===== src/rtl/rv32m_pkg.sv =====
// Shared RV32M definitions: operand width, funct3 op codes, divider states.
// Imported by the divider top level, its iteration step and the bench.
package rv32m_pkg;

    localparam int XLEN = 32;

    localparam logic [1:0] OP_DIV  = 2'b00;
    localparam logic [1:0] OP_DIVU = 2'b01;
    localparam logic [1:0] OP_REM  = 2'b10;
    localparam logic [1:0] OP_REMU = 2'b11;

    typedef enum logic [1:0] {
        IDLE = 2'd0,
        CALC = 2'd1,
        FIX  = 2'd2
    } div_state_t;

    function automatic logic op_is_signed(input logic [1:0] op);
        return (op == OP_DIV) || (op == OP_REM);
    endfunction

    function automatic logic op_is_rem(input logic [1:0] op);
        return (op == OP_REM) || (op == OP_REMU);
    endfunction

endpackage


===== src/rtl/Han_Carlson_adder_32.sv =====
// 32-bit Han-Carlson parallel-prefix adder with carry in/out.
// Ports: a, b, cin -> sum, cout.
module Han_Carlson_adder_32 (
    input  logic [31:0] a,
    input  logic [31:0] b,
    input  logic        cin,
    output logic [31:0] sum,
    output logic        cout
);

    // Level 0: bitwise g/p, cin folded into bit 0.
    // Levels 1-5: Kogge-Stone on odd bits only.
    // Level 6: even bits pick up the carry of their odd neighbour.
    genvar l, i;
    for (l = 0; l <= 6; l++) begin : lv
        logic [31:0] g;
        logic [31:0] p;
        for (i = 0; i < 32; i++) begin : bt
            if (l == 0) begin : pg
                if (i == 0) begin : c0
                    assign g[i] = (a[i] & b[i]) | ((a[i] ^ b[i]) & cin);
                end else begin : cn
                    assign g[i] = a[i] & b[i];
                end
                assign p[i] = a[i] ^ b[i];
            end else if ((l == 1 && (i % 2) == 1) ||
                         (l >= 2 && l <= 5 && (i % 2) == 1
                          && i >= (1 << (l - 1))) ||
                         (l == 6 && (i % 2) == 0 && i >= 2)) begin : op
                localparam int D = (l >= 2 && l <= 5) ? (1 << (l - 1)) : 1;
                assign g[i] = lv[l-1].g[i] | (lv[l-1].p[i] & lv[l-1].g[i-D]);
                assign p[i] = lv[l-1].p[i] & lv[l-1].p[i-D];
            end else begin : pass
                assign g[i] = lv[l-1].g[i];
                assign p[i] = lv[l-1].p[i];
            end
        end
    end

    logic unused_p;
    assign unused_p = ^{lv[5].p, lv[6].p};

    assign sum  = lv[0].p ^ {lv[6].g[30:0], cin};
    assign cout = lv[6].g[31];

endmodule


===== src/rtl/rv32m_div_unit_div_step.sv =====
// One radix-2 restoring division iteration (combinational).
// Ports: rem, quo, divisor -> rem_next, quo_next.
module div_step (
    input  logic [32:0] rem,
    input  logic [31:0] quo,
    input  logic [31:0] divisor,
    output logic [32:0] rem_next,
    output logic [31:0] quo_next
);

    logic [33:0] shifted;
    logic [33:0] trial;

    // quo still holds the unconsumed dividend bits; its MSB
    // shifts into the partial remainder each step.
    assign shifted = {rem, quo[31]};
    assign trial   = shifted - {2'b00, divisor};

    always_comb begin
        rem_next = trial[32:0];
        quo_next = {quo[30:0], 1'b1};
        if (trial[33]) begin
            rem_next = shifted[32:0];
            quo_next = {quo[30:0], 1'b0};
        end
    end

endmodule


===== src/rtl/rv32m_div_unit.sv =====
// Iterative RV32M DIV/DIVU/REM/REMU unit, start/busy/done handshake.
// Ports: clk, rst, start, op, dividend, divisor -> busy, done, result.
module rv32m_div_unit
    import rv32m_pkg::*;
(
    input  logic            clk,
    input  logic            rst,
    input  logic            start,
    input  logic [1:0]      op,
    input  logic [XLEN-1:0] dividend,
    input  logic [XLEN-1:0] divisor,
    output logic            busy,
    output logic            done,
    output logic [XLEN-1:0] result
);

    div_state_t  state, state_d;
    logic [4:0]  cnt;
    logic [32:0] rem;
    logic [31:0] quo;
    logic [31:0] dvsr;
    logic [1:0]  op_q;
    logic        q_neg;
    logic        r_neg;

    logic        is_signed, is_rem;
    logic        div_zero, ovf;
    logic        special, load, step, fix;
    logic [31:0] dvd_abs, dvs_abs;
    logic [31:0] spec_val;
    logic [32:0] rem_next;
    logic [31:0] quo_next;
    logic [31:0] fix_sel, neg_sum, fix_val;
    logic        fix_neg;
    logic        neg_cout_unused;

    assign is_signed = op_is_signed(op);
    assign is_rem    = op_is_rem(op);
    assign div_zero  = (divisor == 32'd0);
    assign ovf       = is_signed && (dividend == 32'h8000_0000)
                       && (divisor == 32'hFFFF_FFFF);

    // 0x80000000 negates to itself, which reads correctly as 2^31.
    assign dvd_abs = (is_signed && dividend[31]) ? (~dividend + 32'd1)
                                                 : dividend;
    assign dvs_abs = (is_signed && divisor[31]) ? (~divisor + 32'd1)
                                                : divisor;

    always_comb begin
        spec_val = is_rem ? 32'd0 : 32'h8000_0000;
        if (div_zero) begin
            spec_val = is_rem ? dividend : 32'hFFFF_FFFF;
        end
    end

    div_step u_step (
        .rem      (rem),
        .quo      (quo),
        .divisor  (dvsr),
        .rem_next (rem_next),
        .quo_next (quo_next)
    );

    assign fix_sel = op_is_rem(op_q) ? rem[31:0] : quo;
    assign fix_neg = op_is_rem(op_q) ? r_neg : q_neg;

    Han_Carlson_adder_32 u_neg (
        .a    (~fix_sel),
        .b    (32'd0),
        .cin  (1'b1),
        .sum  (neg_sum),
        .cout (neg_cout_unused)
    );

    assign fix_val = fix_neg ? neg_sum : fix_sel;

    always_ff @(posedge clk or posedge rst) begin
        if (rst) begin
            state <= IDLE;
        end else begin
            state <= state_d;
        end
    end

    always_comb begin
        state_d = state;
        special = 1'b0;
        load    = 1'b0;
        step    = 1'b0;
        fix     = 1'b0;
        unique case (state)
            IDLE: begin
                if (start) begin
                    if (div_zero || ovf) begin
                        special = 1'b1;
                    end else begin
                        load    = 1'b1;
                        state_d = CALC;
                    end
                end
            end
            CALC: begin
                step = 1'b1;
                if (cnt == 5'd31) begin
                    state_d = FIX;
                end
            end
            FIX: begin
                fix     = 1'b1;
                state_d = IDLE;
            end
            default: state_d = IDLE;
        endcase
    end

    assign busy = (state != IDLE);

    always_ff @(posedge clk or posedge rst) begin
        if (rst) begin
            cnt    <= 5'd0;
            rem    <= 33'd0;
            quo    <= 32'd0;
            dvsr   <= 32'd0;
            op_q   <= 2'd0;
            q_neg  <= 1'b0;
            r_neg  <= 1'b0;
            done   <= 1'b0;
            result <= 32'd0;
        end else begin
            done <= special | fix;
            if (special) begin
                result <= spec_val;
            end
            if (fix) begin
                result <= fix_val;
            end
            if (load) begin
                cnt   <= 5'd0;
                rem   <= 33'd0;
                quo   <= dvd_abs;
                dvsr  <= dvs_abs;
                op_q  <= op;
                q_neg <= is_signed & (dividend[31] ^ divisor[31]);
                r_neg <= is_signed & dividend[31];
            end
            if (step) begin
                rem <= rem_next;
                quo <= quo_next;
                cnt <= cnt + 5'd1;
            end
        end
    end

endmodule


===== config.mk =====
export PLATFORM = sky130hd
export DESIGN_NAME = rv32m_div_unit
export DESIGN_NICKNAME = d
export VERILOG_FILES = /design/src/rtl/rv32m_pkg.sv /design/src/rtl/Han_Carlson_adder_32.sv /design/src/rtl/rv32m_div_unit_div_step.sv /design/src/rtl/rv32m_div_unit.sv
export SDC_FILE = /design/constraint.sdc
export NUM_CORES = 1
export LEC_CHECK = 0
export CAP_MARGIN = 15
export CORE_MARGIN = 8
export CORE_UTILIZATION = 30
export CTS_BUF_LIST = sky130_fd_sc_hd__clkbuf_4 sky130_fd_sc_hd__clkbuf_8
export DETAILED_ROUTE_END_ITERATION = 12
export GPL_TIMING_DRIVEN = 1
export SYNTH_ARGS = -nofsm -noshare
export SYNTH_HDL_FRONTEND = slang
export SYNTH_SLANG_ARGS = --single-unit

===== constraint.sdc =====
create_clock -name clk -period 13.45 [get_ports clk]
set_clock_uncertainty 0.1 [all_clocks]
set_input_delay 2.69 -clock clk [delete_from_list [all_inputs] [get_ports clk]]
set_output_delay 2.69 -clock clk [all_outputs]
set_load 0.005 [all_outputs]

=== Word-level counts from Yosys, hierarchy flattened ===
Index checks and enable logic that the tools add are counted.

* Register bits after elaboration: 141
* Input bits: 69
* Logic and storage cells: 154

* Add/sub/neg operators: 4
* Equality and inequality tests: 12
* Multiplexer cells: 30
* Bitwise gates (word level): 83
* Reduce and logical (&&, ||, !) cells: 15

{| class="wikitable"
|+ Operators by type and width
! operator !! count
|-
| 32-bit two-way mux || 11
|-
| 33-bit two-way mux || 3
|-
| 32-bit NOT || 3
|-
| 1-bit AND || 77
|-
| 32-bit by 1-bit adder with 32-bit output, second input constant || 2
|-
| 32-bit == test, second input constant || 2
|-
| 34-bit by 32-bit subtractor with 34-bit output || 1
|-
| 32-bit zero test || 1
|-
| 32-bit XOR || 1
|-
| 2-bit == test, second input constant || 5
|-
| 1-bit two-way mux || 10
|-
| 5-bit two-way mux || 2
|-
| 2-bit two-way mux || 3
|-
| 2-bit inequality test, second input constant || 3
|-
| 2-bit nonzero test || 3
|-
| 5-bit by 1-bit adder with 5-bit output, second input constant || 1
|-
| 5-bit == test, second input constant || 1
|-
| 1-bit logical AND || 4
|-
| 2-bit zero test || 2
|-
| 1-bit logical OR || 4
|-
| 2-bit one-hot mux with 2 select lines || 1
|-
| 3-bit AND reduction || 1
|-
| 2-bit by 1-bit == test with 1-bit output, second input constant || 1
|-
| 1-bit OR || 1
|-
| 1-bit XOR || 1
|}

=== Depth between registers and ports, before layout ===
* Word-level depth: 13
* Gate-level depth with buffers: 19
* Mapped depth without buffers: 15

=== Hierarchy ===
From an unflattened synthesis, not the netlist that was laid out.

* Cell total of the unflattened synthesis: 1,397
* Area total of the unflattened synthesis: 12,041.5 µm²

{| class="wikitable"
|+ By module, submodules not included
! module !! times used !! cells each !! area an instance (µm²) !! sequential area each (µm²)
|-
| rv32m_div_unit || 1 || 878 || 8,116.5 || 3,503.4
|-
| div_step || 1 || 337 || 2,446.1 || 0.0
|-
| Han_Carlson_adder_32 || 1 || 182 || 1,478.9 || 0.0
|}

=== Worst setup path before layout ===
Ideal clock, no wire load.

* Path type: input -> register
* From: in divisor[13]
* To: reg quo[30]
* Setup time: 0.074 ns
* Arrival: 5.331 ns
* Slack: 7.945 ns
* Stages on the path: 11
* Buffers on the path: 2
* Path through: or4_4 > or3_4 > or4_4 > or4_4 > o22a_1 > and3_1 > buf_6 > nor2_8 > buf_8 > a22oi_1 > o21ai_2

* Longest elaborated chain between the ends: 7
* Elaborated cells between the ends (all ways): 8

{| class="wikitable"
|+ Ends and longest elaborated chain
! what !! RTL line !! text
|-
| from (decl) || rv32m_div_unit.sv:11 || <nowiki>input logic [XLEN-1:0] divisor,</nowiki>
|-
| 32-bit == test || rv32m_div_unit.sv:41 || <nowiki>&& (divisor == 32'hFFFF_FFFF);</nowiki>
|-
| 1-bit logical AND || rv32m_div_unit.sv:41 ||
|-
| 1-bit logical OR * || rv32m_div_unit.sv:94 || <nowiki>if (div_zero || ovf) begin</nowiki>
|-
| 1-bit two-way mux * || rv32m_div_unit.sv:94 ||
|-
| 1-bit two-way mux * || rv32m_div_unit.sv:93 || <nowiki>if (start) begin</nowiki>
|-
| 1-bit two-way mux * || rv32m_div_unit.sv:91 || <nowiki>unique case (state)</nowiki>
|-
| 2-bit nonzero test (no source line) * || n/a ||
|-
| to (signal assigned) || rv32m_div_unit.sv:140 || <nowiki>quo <= dvd_abs;</nowiki>
|-
| to (signal assigned) || rv32m_div_unit.sv:148 || <nowiki>quo <= quo_next;</nowiki>
|-
| to (decl) || rv32m_div_unit.sv:20 || <nowiki>logic [31:0] quo;</nowiki>
|}

Every way passes the cells marked *; elsewhere a longest branch is shown, timed or not.
A chain may end at the register's enable or synchronous reset.

=== Final worst setup path ===
* From: in divisor[13]
* To: reg quo[11]

Same word-level chain as after synthesis.

==> metrics <==
share of cells above drive strength 1=5.25%; CP arrival=6.53 ns; Crit Path Class=in -> reg; Slew @ Worst Pin=between 1 and 1.5 ns; setup TNS=0 ns; clock-pin transition on the worst setup and hold timing paths=about 0.09 ns; Fmax=roughly 0.16 GHz; row count=between 60 and 70; post-synth top area share=33.5%; initial antenna violation count=0; Slew HR=a little under a quarter; outcome=complete, no violations; Core Area=approximately 34000 µm²; CTS Hold Bufs=0; met2 routed WL=12400 µm; asr flop ratio synth=100%; Crit path required time=around 14 ns; largest area contributor in the netlist=dfrtp_1; Total GRT Usage=14.4%; CTS max path bufs=2; Worst VDD drop=between 0.09 and 0.1 mV; Metal-1 WL=between 15000 and 20000 µm; Tmin final=between 6 and 7 ns; top_reg_cell synth=dfrtp_1; Post-Synthesis Cells=1255; # diodes=0; vias in the first global route=around 9000; synth top area cells=dfrtp_1 34%, ha_1 6.3%, a21oi_1 6.2%; Hold EP=dvsr[29]$_DFFE_PP0P_; Max FO, Critical Path=about 80; syn avg cell area=between 8 and 9 µm²; Tcrit/Tclk final=between 40 and 50%; sequential share of the synthesized area=approximately a third; DRC Markers=0; synthesis-to-layout area growth=16.9%; crit path launch type=input port; final instance count without filler cells=1788; die width=203 µm; iteration-0 DRC count of the detailed router=between 700 and 800; die area=41100 µm²; antenna viol nets, final=0; Avg WL per Cell=16.7 µm; Starting Density=a little under a third; Remaining Overflow, GRT=0; Final Hold Fails=0; worst setup margin=between 7 and 8 ns; CTS H-tree lvls=4; Initial DRT Pass Iterations=5; I/O pins=roughly 100; max-cap check violation count=0; Port Buffer Count=slightly above 100; FF-to-FF setup slack=a little over 9 ns; Worst Min Path Start=dvsr[29]$_DFFE_PP0P_; element type at the critical path end=flip-flop; reg2reg path depth=15; Post-CTS Setup Bufs=0; Cell Pwr Density=249 nW/µm²; FF-to-FF Start=op_q[1]$_DFFE_PP0P_; Post-synth EDFFs=0; clk_lat worst skew=between 0.4 and 0.5 ns; final total power=just over 3 mW; clk root buf=clkbuf_8; hold path depth=2; Routed met3 length=between 1500 and 2000 µm; max layer used=met4; post_cts resized=0; Ys Warns=0; leakage=5.16 nW; GP Congestion=roughly 0.85; Avg Vias per Cell=roughly 5.2; min-delay worst type=reg -> reg; Placed Cells=about 1800; Slew Limit Fails=0; syn nets=roughly 1400; Clock Sinks=140; pre-CTS WS=6.73 ns; synthesized flop and latch total=between 100 and 150; dpl hpwl=roughly 22000 µm; final setup fails=0; FF-to-FF End=result[30]$_DFFE_PP0P_; Routed WL=29800 µm; Num CTS Buffers=17; Vias=9248; unrepaired setup endpoints after global routing=no; largest net degree at the start of global routing=83; Syn Std Cell Area=10500 µm²; fin nets=1443; die height=approximately 200 µm; Cell variety after synth=65; CTS tree=built; global-route wire length before repair=about 48000 µm
-- state kept, by name, summed over array words and instances (netlist names) --
| name | cells |
|---|---|
| op_q | 1 |
| state | 2 |
| quo | 32 |
| cnt | 5 |
| done | 1 |
| r_neg | 1 |
| q_neg | 1 |
| result | 32 |
| rem | 33 |
| dvsr | 32 |
-- worst max path at each step --
stage	from	to	slack, ns	cells after the start
6_report	divisor[13]	quo[11]$_DFFE_PP0P_	7.16	10
5_1_grt	divisor[13]	quo[12]$_DFFE_PP0P_	7.06	10
4_1_cts	divisor[13]	quo[11]$_DFFE_PP0P_	7.22	10
3_5_place_dp	divisor[13]	quo[11]$_DFFE_PP0P_	6.73	10
3_3_place_gp	divisor[13]	rem[31]$_DFFE_PP0P_	6.78	11
2_1_floorplan	rst	cnt[0]$_DFFE_PP0P_	6.91	1
-- final cells by class --
type | count | area (µm²)
flip-flops and latches | 140 | 3500
clock buffers | 18 | 248
repair buffers | 115 | 1120
inverters | 57 | 219
multi-input cells | 989 | 6440
clock inverters | 14 | 115
well taps | 455 | 569
fillers | 3601 | 22200
-- synthesized netlist by cell type, types with 4 or more instances --
library cell / count
o21a_1: 7
xnor2_1: 42
or3_1: 6
buf_1: 7
xor2_1: 57
a22oi_1: 8
and3_1: 13
dfrtp_1: 140
a21oi_1: 130
nand2b_1: 37
o21ai_0: 89
inv_1: 57
mux2i_1: 62
o21ai_1: 5
o41ai_1: 5
buf_2: 16
o21ai_2: 7
nand2_1: 91
nor2_1: 144
o211ai_1: 4
a21o_1: 15
o31ai_1: 12
nor2b_1: 9
and2_1: 10
clkbuf_1: 37
nor3_1: 26
nor4_1: 6
a31oi_1: 7
a221o_1: 26
nand3_1: 43
a211oi_1: 17
ha_1: 53
nand4_1: 14
-- kinds of logic (layout without fill, tap and decap cells) --
kind of cell    after synthesis  after routing  share of synthesized area, %
flops                       140            140                          33.5
fa+ha+maj                    54             54                          6.54
xor+xnor                     99             99                          8.30
buf+inv                     126            204                          5.36
simple gates                418            418                          19.2
compound gates              354            354                          21.0
mux                          64             64                          6.15
-- stage by stage --
step / area (µm²) / hold slack [ns] / utilization [%]
after detailed placement: 11900 / 0.372 / 34.4
after CTS: 12200 / 0.390 / 35.4
after global routing: 12200 / 0.406 / 35.4
final: 12200 / 0.384 / 35.4
after global placement: 11900 / 0.364 / 34.4
after floorplan: 10500 / 0.348 / -
-- layer usage --
layer,global-route usage (%),vias to the layer above
met4,2.80,0
li1,-,4588
met5,0,-
met3,2.68,15
met2,20.7,241
met1,21.9,4404
-- worst max-delay path: stages --
cell	delay [ns]
clkdlybuf4s50_1	0.50
or4_4	0.58
or3_4	0.36
or4_4	0.45
or4_4	0.46
o22a_1	0.20
nand3_2	0.07
buf_4	0.72
nor2_1	0.13
a221o_1	0.30
-- cell usage in the layout, fill, tap and decap left out, drive strengths merged, types with 3 or more instances in the layout --
cell and count:
xor2 57, nor3b 3, clkinvlp 3, dfrtp 140
a22oi 8, ha 53, nand2b 37, buf 13
clkbuf 18, a211oi 17, o2111ai 3, nand3 43
a31oi 7, nor4 7, nor2 146, nand2 91
o41ai 5, clkdlybuf4s50 102, xnor2 42, o21a 7
o21bai 3, mux2i 62, nor2b 9, and3 13
o211ai 4, inv 61, clkinv 7, and2 10
or4 6, nor3 26, nand4 14, o31ai 12
o21ai 101, or3 7, a221o 26, a21o 15
a21oi 130
-- report_power, final --
| group | internal [mW] | leakage [nW] | switching [mW] | total [mW] |
|---|---|---|---|---|
| Combinational | 0.856 | 3.23 | 1.07 | 1.92 |
| Clock | 0.136 | 0.177 | 0.186 | 0.322 |
| Sequential | 0.614 | 1.75 | 0.185 | 0.799 |
(Power assumes the default switching activity.)
